## src/rtl/run_length_counter.sv

```systemverilog
`default_nettype none
// ============================================================================
// run_length_counter : pipelined leading-run counter (leading 0s / 1s / MSB run)
// Optional feature macro: RLC_TAG_EN (sideband tag travels with each word)
// Revision: 1.0
// ============================================================================
module run_length_counter #(
   parameter int N       = 8,
   parameter int LATENCY = 1,
   parameter int C       = $clog2(N + 1)
`ifdef RLC_TAG_EN
   ,
   parameter int TAG_W   = 4
`endif
) (
   input  logic             clk,
   input  logic             rst_n,
   input  logic             in_valid,
   output logic             in_ready,
   input  logic [N-1:0]     in_bits,
   input  logic [1:0]       in_mode,
   output logic             out_valid,
   input  logic             out_ready,
   output logic [C-1:0]     out_count,
   output logic             out_all,
   output logic [C-1:0]     out_index,
   output logic             out_pol
`ifdef RLC_TAG_EN
   ,
   input  logic [TAG_W-1:0] in_tag,
   output logic [TAG_W-1:0] out_tag
`endif
);

   localparam int LW = N / 2;

   // Length of the run of ones in m[hi:lo], starting at m[hi].
   function automatic logic [C-1:0] lead_run(input logic [N-1:0] m, input int hi, input int lo);
      logic [C-1:0] cnt;
      logic         run;
      cnt = '0;
      run = 1'b1;
      for (int i = N - 1; i >= 0; i--) begin
         if (i <= hi && i >= lo) begin
            if (run && m[i]) cnt = cnt + C'(1);
            else             run = 1'b0;
         end
      end
      return cnt;
   endfunction

   logic         pol_in;
   logic [N-1:0] match_in;

   always_comb begin
      pol_in   = in_mode[1] ? in_bits[N-1] : in_mode[0];
      match_in = pol_in ? in_bits : ~in_bits;
   end

   logic         ld_out;
   logic         fin_valid;
   logic [C-1:0] fin_cnt;
   logic         fin_pol;
   logic         fin_all;
   logic [C-1:0] fin_index;
`ifdef RLC_TAG_EN
   logic [TAG_W-1:0] fin_tag;
`endif

   assign ld_out    = !out_valid || out_ready;
   assign fin_all   = (fin_cnt == C'(N));
   assign fin_index = fin_all ? '0 : C'(N - 1) - fin_cnt;

   always_ff @(posedge clk or negedge rst_n) begin
      if (!rst_n) begin
         out_valid <= 1'b0;
         out_count <= '0;
         out_all   <= 1'b0;
         out_index <= '0;
         out_pol   <= 1'b0;
`ifdef RLC_TAG_EN
         out_tag   <= '0;
`endif
      end else if (ld_out) begin
         out_valid <= fin_valid;
         if (fin_valid) begin
            out_count <= fin_cnt;
            out_all   <= fin_all;
            out_index <= fin_index;
            out_pol   <= fin_pol;
`ifdef RLC_TAG_EN
            out_tag   <= fin_tag;
`endif
         end
      end
   end

   generate
      if (LATENCY == 2) begin : g_lat2
         localparam int UW = N - LW;

         logic         ld_s1;
         logic         s1_valid;
         logic         s1_pol;
         logic         s1_up_all;
         logic [C-1:0] s1_up;
         logic [C-1:0] s1_lo;
         logic [C-1:0] up_cnt;
         logic [C-1:0] lo_cnt;
`ifdef RLC_TAG_EN
         logic [TAG_W-1:0] s1_tag;
`endif

         assign up_cnt   = lead_run(match_in, N - 1, LW);
         assign lo_cnt   = lead_run(match_in, LW - 1, 0);
         assign ld_s1    = !s1_valid || ld_out;
         assign in_ready = ld_s1;

         always_ff @(posedge clk or negedge rst_n) begin
            if (!rst_n) begin
               s1_valid  <= 1'b0;
               s1_pol    <= 1'b0;
               s1_up_all <= 1'b0;
               s1_up     <= '0;
               s1_lo     <= '0;
`ifdef RLC_TAG_EN
               s1_tag    <= '0;
`endif
            end else if (ld_s1) begin
               s1_valid <= in_valid;
               if (in_valid) begin
                  s1_up     <= up_cnt;
                  s1_lo     <= lo_cnt;
                  s1_up_all <= (up_cnt == C'(UW));
                  s1_pol    <= pol_in;
`ifdef RLC_TAG_EN
                  s1_tag    <= in_tag;
`endif
               end
            end
         end

         // The lower half only extends the run when the whole upper half matched.
         assign fin_valid = s1_valid;
         assign fin_cnt   = s1_up_all ? s1_up + s1_lo : s1_up;
         assign fin_pol   = s1_pol;
`ifdef RLC_TAG_EN
         assign fin_tag   = s1_tag;
`endif
      end else begin : g_lat1
         assign in_ready  = ld_out;
         assign fin_valid = in_valid;
         assign fin_cnt   = lead_run(match_in, N - 1, 0);
         assign fin_pol   = pol_in;
`ifdef RLC_TAG_EN
         assign fin_tag   = in_tag;
`endif
      end
   endgenerate

endmodule
`default_nettype wire

```

## config.mk

```make
export PLATFORM = sky130hd
export DESIGN_NAME = run_length_counter
export DESIGN_NICKNAME = d
export VERILOG_FILES = /design/src/rtl/run_length_counter.sv
export SDC_FILE = /design/constraint.sdc
export NUM_CORES = 1
export LEC_CHECK = 0
export ABC_CLOCK_PERIOD_IN_PS = 1600
export CAP_MARGIN = 10
export CORE_ASPECT_RATIO = 0.75
export CORE_UTILIZATION = 60
export CTS_CLUSTER_SIZE = 8
export DETAILED_ROUTE_END_ITERATION = 10
export DONT_BUFFER_PORTS = 1
export GPL_ROUTABILITY_DRIVEN = 0
export PLACE_DENSITY = 0.77
export REMOVE_ABC_BUFFERS = 1
export SLEW_MARGIN = 5
export SYNTH_ARGS = -nofsm -noshare
export SYNTH_HDL_FRONTEND = slang
export SYNTH_SLANG_ARGS = --single-unit
```

## constraint.sdc

```tcl
create_clock -name clk -period 1.6 [get_ports clk]
set_clock_uncertainty 0.15 [all_clocks]
set_input_delay 0.16 -clock clk [delete_from_list [all_inputs] [get_ports clk]]
set_output_delay 0.16 -clock clk [all_outputs]
set_load 0.01 [all_outputs]
```

==> metrics, run 1 <==
status did not finish; Failed at 5_1_grt; Log Error [ERROR GRT-0232] Routing congestion too high. Check the congestion heatmap in the GUI.; gr usage total 0.767; Mapped Avg Cell Area 8.36 µm²; Synth async-reset ratio 1.00; Rows 13; clock sinks 11; Clock Tree Root clkbuf_4; number of synthesized flops with an enable pin 0; Cell Area, Synth 1170 µm²; initial core utilization 0.654; most frequent cells after synthesis dfrtp_1 (11), nand2_1 (10), inv_1 (9); Area contributors post-synth dfrtp_1 (24%), mux2i_1 (6.0%), ha_1 (5.3%); most common cell in the netlist dfrtp_1; I/O pins 26; top cell type's share of synthesized area 0.235; Synth Register Bits 11; Detailed Place HPWL between 2000 and 3000 µm; largest net degree at the start of global routing 14; H-tree Lvls 1; worst_ep grt out_all$_DFFE_PN0P_/D; grt ovf 18; Die Wd 53.0 µm; IO buf count 0; Yosys warnings 0; cells after synthesis 140; CTS Buffer Depth 2; cell accounting for the most synthesized area dfrtp_1; Distinct cells, synth 54; register area share after synthesis 0.235; main flop type after synthesis dfrtp_1; Worst EP kind register input; Chip Height ~40 µm; Placement Cell Area roughly 1400 µm²; placed cell count about 190; Num CTS Buffers 3
-- cell families after synthesis --
kind of cell	count (synthesis)	synth area share
AOI/OAI and AO/OA	49	0.308
xor gates and xnor gates	3	0.0289
adders and majority gates	5	0.0535
buffers and inverters	16	0.0599
DFF	11	0.235
muxes	10	0.101
and+or+nand+nor	46	0.214
-- timing repair --
action	in CTS
buffers inserted	10
endpoints found under the hold margin	12
pin swaps	18
cloned	0
endpoints found under the setup margin	9
gates resized for setup	29
hold buffers	2
-- metal layers --
| layer | global-route usage | overflow |
|---|---|---|
| met5 | 0.194 | 0 |
| met4 | 0.842 | 6 |
| met2 | 0.997 | 12 |
| met3 | 0.557 | 0 |
| met1 | 0.748 | 0 |
-- stage by stage --
stage,util,setup WS [ps],hold WS (ps)
3_5_place_dp,0.785,-2480,-285
2_1_floorplan,-,-2290,-286
4_1_cts,0.899,-1920,95.1
3_3_place_gp,0.785,-2300,-285
==> run 2, diff against run 1 <==
--- a/config.mk
+++ b/config.mk
@@ -7,13 +7,12 @@
 export LEC_CHECK = 0
 export ABC_CLOCK_PERIOD_IN_PS = 1600
 export CAP_MARGIN = 10
-export CORE_ASPECT_RATIO = 0.75
-export CORE_UTILIZATION = 60
-export CTS_CLUSTER_SIZE = 8
+export CORE_AREA = 2 2 63 65
 export DETAILED_ROUTE_END_ITERATION = 10
+export DIE_AREA = 0 0 65 67
 export DONT_BUFFER_PORTS = 1
 export GPL_ROUTABILITY_DRIVEN = 0
-export PLACE_DENSITY = 0.77
+export PLACE_DENSITY_LB_ADDON = 0.15
 export REMOVE_ABC_BUFFERS = 1
 export SLEW_MARGIN = 5
 export SYNTH_ARGS = -nofsm -noshare
==> metrics, run 2 <==
status finished with violations; violated checks negative setup slack; Detailed Place HPWL around 2500 µm; residual DRC count 0; FF/Latch Area 275 µm²; vias in the first global route 1313; Max VDD drop 0.221 mV; IO buf count 0; Worst EP required 1570 ps; period utilization 2.22; initial antenna violation count 0; Synth Register Bits 11; setup TNS -14700 ps; Yosys warnings 0; top cell type's share of synthesized area 0.235; wire length of the first global-routing pass 5820 µm; Peak Freq 282 MHz; Slew HR 0.675; post-route minimum period 3550 ps; nets@finish roughly 210; number of synthesized flops with an enable pin 0; CP Class in -> reg; CP startpoint kind primary input; iteration-0 DRC count of the detailed router 25; Num CTS Buffers 3; Mapped Avg Cell Area 8.36 µm²; Placement Cell Area 1480 µm²; gr usage total 0.173; RSZ-0062 raised after global routing yes; Static Leak between 0.8 and 0.9 nW; design area 1870 µm²; clk_lat worst skew 230 ps; cell accounting for the most synthesized area dfrtp_1; crit path cell chain or3_4 -> or3_4 -> nand2_2 -> or2_4 -> inv_4 -> ha_4 -> a211oi_2 -> o21bai_1 -> ha_1 -> mux2i_2 -> a2111oi_4 -> o22ai_2 -> o21ai_1 -> ha_2 -> inv_2 -> a21o_1 -> a31o_4 -> a32o_1; Layout Area Growth over Synthesis 59.7%; Synth async-reset ratio 1.00; Rows 22; critical path buffer and inverter count 2; most common cell in the netlist dfrtp_1; Distinct cells, synth 54; largest net degree at the start of global routing 14; Chip Height 67 µm; main flop type after synthesis dfrtp_1; DR vias about 1300; fin worst setup slack -1950 ps; CTS Buffer Depth 2; worst hold path class in -> reg; commonest non-fill, non-tap cells in the layout buf_4 (48), dfrtp_1 (11), nand2_1 (8), inv_1 (6), o21ai_0 (6); Largest stage delay, worst path 390 ps; placeable core area 3610 µm²; CP top delay family compound AO/OA/AOI/OAI gates; # diodes 0; Area contributors post-synth dfrtp_1 (24%), mux2i_1 (6.0%), ha_1 (5.3%); PwrDens 602 nW/µm²; Cell Area, Synth 1170 µm²; Worst Path Arrival 3520 ps; Place WS -2410 ps; Die Wd 65 µm; Slew Limit Fails 0; share of cells above drive strength 1 0.505; fill count 355; drt pass-1 iters 3; detailed-route wire length roughly 3400 µm; register area share after synthesis 0.235; Most common cell on crit path or3_4; setup violators final 9; die area 4360 µm²; most common cell after layout, fill and taps aside buf_4; post-DR vias/cell 5.28; largest registers out_count: 4 flops, out_index: 4 flops; Max Cap Violations 0; area of the multi-input gates just over 1000 µm²; final hold violation count 0; CP max FO 7; Tightest Pin Transition 486 ps; clock sinks 11; grt ovf 0; H-tree Lvls 1; CTS tree yes; Clock Tree Root clkbuf_8; clk slew on worst S/H paths approximately 50 ps; cells after synthesis 140; wire per inst approximately 14 µm; most frequent cells after synthesis dfrtp_1 (11), nand2_1 (10), inv_1 (9); Crit-path slowest cell a2111oi_4; Detail Route Antenna Nets 0; initial core utilization 0.324; crit end category flop; I/O pins 26
## run 2: metal layers
metal  up-vias  GRT usage  part of all wire
li1        633          -                 -
met1       602      0.193              0.42
met2        26      0.331              0.53
met3         7     0.0236             0.035
met4         0     0.0612             0.018
met5         -          0                 0
## run 2: power breakdown
part | internal [mW] | switching, mW
logic | 0.268 | 0.244
registers | 0.310 | 0.0342
clock network | 0.174 | 0.0956
## run 2: logic make-up after synthesis
| logic type | after synthesis | share of synthesized area |
|---|---|---|
| buf+inv | 16 | 0.0599 |
| mux | 10 | 0.101 |
| flops | 11 | 0.235 |
| simple gates | 46 | 0.214 |
| fa+ha+maj | 5 | 0.0535 |
| xor+xnor | 3 | 0.0289 |
| compound gates | 49 | 0.308 |
## run 2: path summary, 6_finish.rpt
kind                                       start                        to  slack (ps)  depth (start not counted)
min                                    out_ready     out_valid$_DFFE_PN0N_         110                          3
max                                   in_bits[5]       out_all$_DFFE_PN0P_       -1950                         18
min in group asynchronous                  rst_n       out_pol$_DFFE_PN0P_         170                          1
min reg2reg                  out_pol$_DFFE_PN0P_       out_pol$_DFFE_PN0P_         390                          2
max in group asynchronous                  rst_n  out_count[0]$_DFFE_PN0P_         800                          1
max reg2reg                out_valid$_DFFE_PN0N_  out_index[2]$_DFFE_PN0P_         170                          6
## run 2: layout make-up
cell class | instances | area share
Clock buffer | 4 | 0.0241
Inverter | 10 | 0.0214
Multi-Input combinational cell | 113 | 0.547
Sequential cell | 11 | 0.147
Tap cell | 48 | 0.0322
Timing Repair Buffer | 54 | 0.228
## run 2: repair_timing
item                                   CTS  global route
setup endpoints to repair                9             9
hold buffers                             2             0
pin swaps                               18            17
endpoints found under the hold margin   12             0
gates resized for setup                 32            15
setup buffers                           15             1
gates cloned                             0             0
## run 2: worst reg2reg max path: stages (launching register included)
cell,delay [ps]
dfrtp_1,370
nand2b_1,100
and2_1,200
o21ai_0,100
a31oi_1,180
a41oi_2,70
a32oi_1,180
## run 2: per-stage QoR
step	std cells	hold slack, ps	util	power [mW]
3_5_place_dp	220	-285	0.411	0.715
5_1_grt	240	150	0.518	1.20
6_report	240	115	0.518	1.13
2_1_floorplan	134	-286	-	0.570
3_3_place_gp	220	-285	0.411	0.710
4_1_cts	239	116	0.491	1.07
(Power assumes the default switching activity.)
==> RTL edit: new RTL, config.mk and constraints of run 2 <==
The parameter `N` goes from 8 to 4.
--- a/src/rtl/run_length_counter.sv
+++ b/src/rtl/run_length_counter.sv
@@ -7,3 +7,3 @@
 module run_length_counter #(
-   parameter int N       = 8,
+   parameter int N       = 4,
    parameter int LATENCY = 1,
Interface: changed (resized in_bits, out_count and out_index); port bits go from 26 to 20. The function was not compared with the original's and may differ.
==> RTL edit against run 2 <==
- core utilization shrank 34 points
- cell area shrank 65%
- worst setup slack better by 2.2 ns
- synthesized area is 58% lower
- combinational power decreased by 79%
- sequential cell count down 2
- sequential power decreased by 17%
- highest routed layer is now met3
- via count down 67%
- routed wire length down 64%
- total power fell by 42%
- non-clock buffer count shrank 47
==> RTL edit: results <==
[setup_path]
r2r_slack_ns = 0.24
path_class = "reg -> reg"
crit_arrival_ns = 1.32
r2r-end = "out_index[0]"
worstPathMaxFanout = 9

[pwr]
pg_clk_uw = 259
comb_cell_power_uw = 108
p_sw_uw = 169.8
leakage_uw = 0.0002724

[placement]
placed_area_um2 = 589.3
hpwlAfterDp_um = 991.7

[synth]
ys.flop_type = "dfrtp_1"
ys_types = 23
synth_compound_area_share_pct = 19.44
netlist_top_cells_count = "11 x nand2_1, 9 x dfrtp_1, 8 x o21ai_0"
avgSynthCellArea_um2 = 8.848
synth_edf_count = 0
synth_seq_area_share_pct = 45.45
synthMuxAreaShare_pct = 4.798
yosys-top-cells-area = "dfrtp_1 45%, nand2_1 8.3%, o21ai_0 8.1%"
synth_xor_xnor_area_share_pct = 1.768
synth-adder-area-share_pct = 2.525

[outcome]
status = "finished, final reports clean"

[route]
drtIter0Drc = 3
viasPerCell = 3.658
wl_per_cell_um = 10.74
dr.pass1.iters = 4

[cells_and_area]
final_layout_size_suffix_gt1_share_pct = 16.67
layout.nets = 78
register_area_um2 = 225.2
syn_to_final_growth_pct = 32.07
multi_input_area_share_pct = 39.58
n_all_buffers = 7
num-multi-input-gates = 44
nFillCells = 410
top_regs = "out_count: 3 flops, out_index: 3 flops"
buffer_area_share_pct = 8.795

[clocking]
cts_setup_buffers = 0
cts_num_sinks = 9
cts-resized-gates = 0
htree_levels = 1

[hold_path]
worstHoldStart = "in_mode[0]"
min_to = "out_pol"
worstHoldPathCells = 2

[grt]
grt_pass1_wl_mm = 1.966
grt_max_degree = 10
grt_pass1_vias = 430

[sta]
tightest_slew_ns = 0.4409
[RTL edit: cell types whose count changed in the layout (fill, tap and decap cells not counted), moves of 4 or more]
cell / delta
o211ai_1: -5
mux2i_1: -4
inv_1: -4
buf_4: -43
buf_6: -4
[RTL edit: per-stage QoR]
stage / utilization [%] / cells / setup WS (ns) / power, uW
after CTS: 18.15 / 114 / 0.2117 / 670.5
final: 18.15 / 114 / 0.2446 / 651.1
after global routing: 18.15 / 114 / 0.1451 / 691.9
after floorplan: - / 55 / 0.1588 / 351.8
after detailed placement: 16.34 / 108 / 0.03025 / 391.2
after global placement: 16.34 / 108 / 0.03745 / 390.4
[RTL edit: critical path, stage by stage (launching register included)]
cell and delay (ns):
dfrtp_1 0.41, nand2b_1 0.11, nand2_1 0.19, and2_1 0.22, a31o_1 0.17
[RTL edit: routing by layer]
layer	vias to the layer above	GRT usage, %	share of wire (%)
met4	0	3.989	0
met1	187	7.606	46
met5	-	0	0
li1	214	-	-
met2	16	9.278	46
met3	0	1.520	7.2
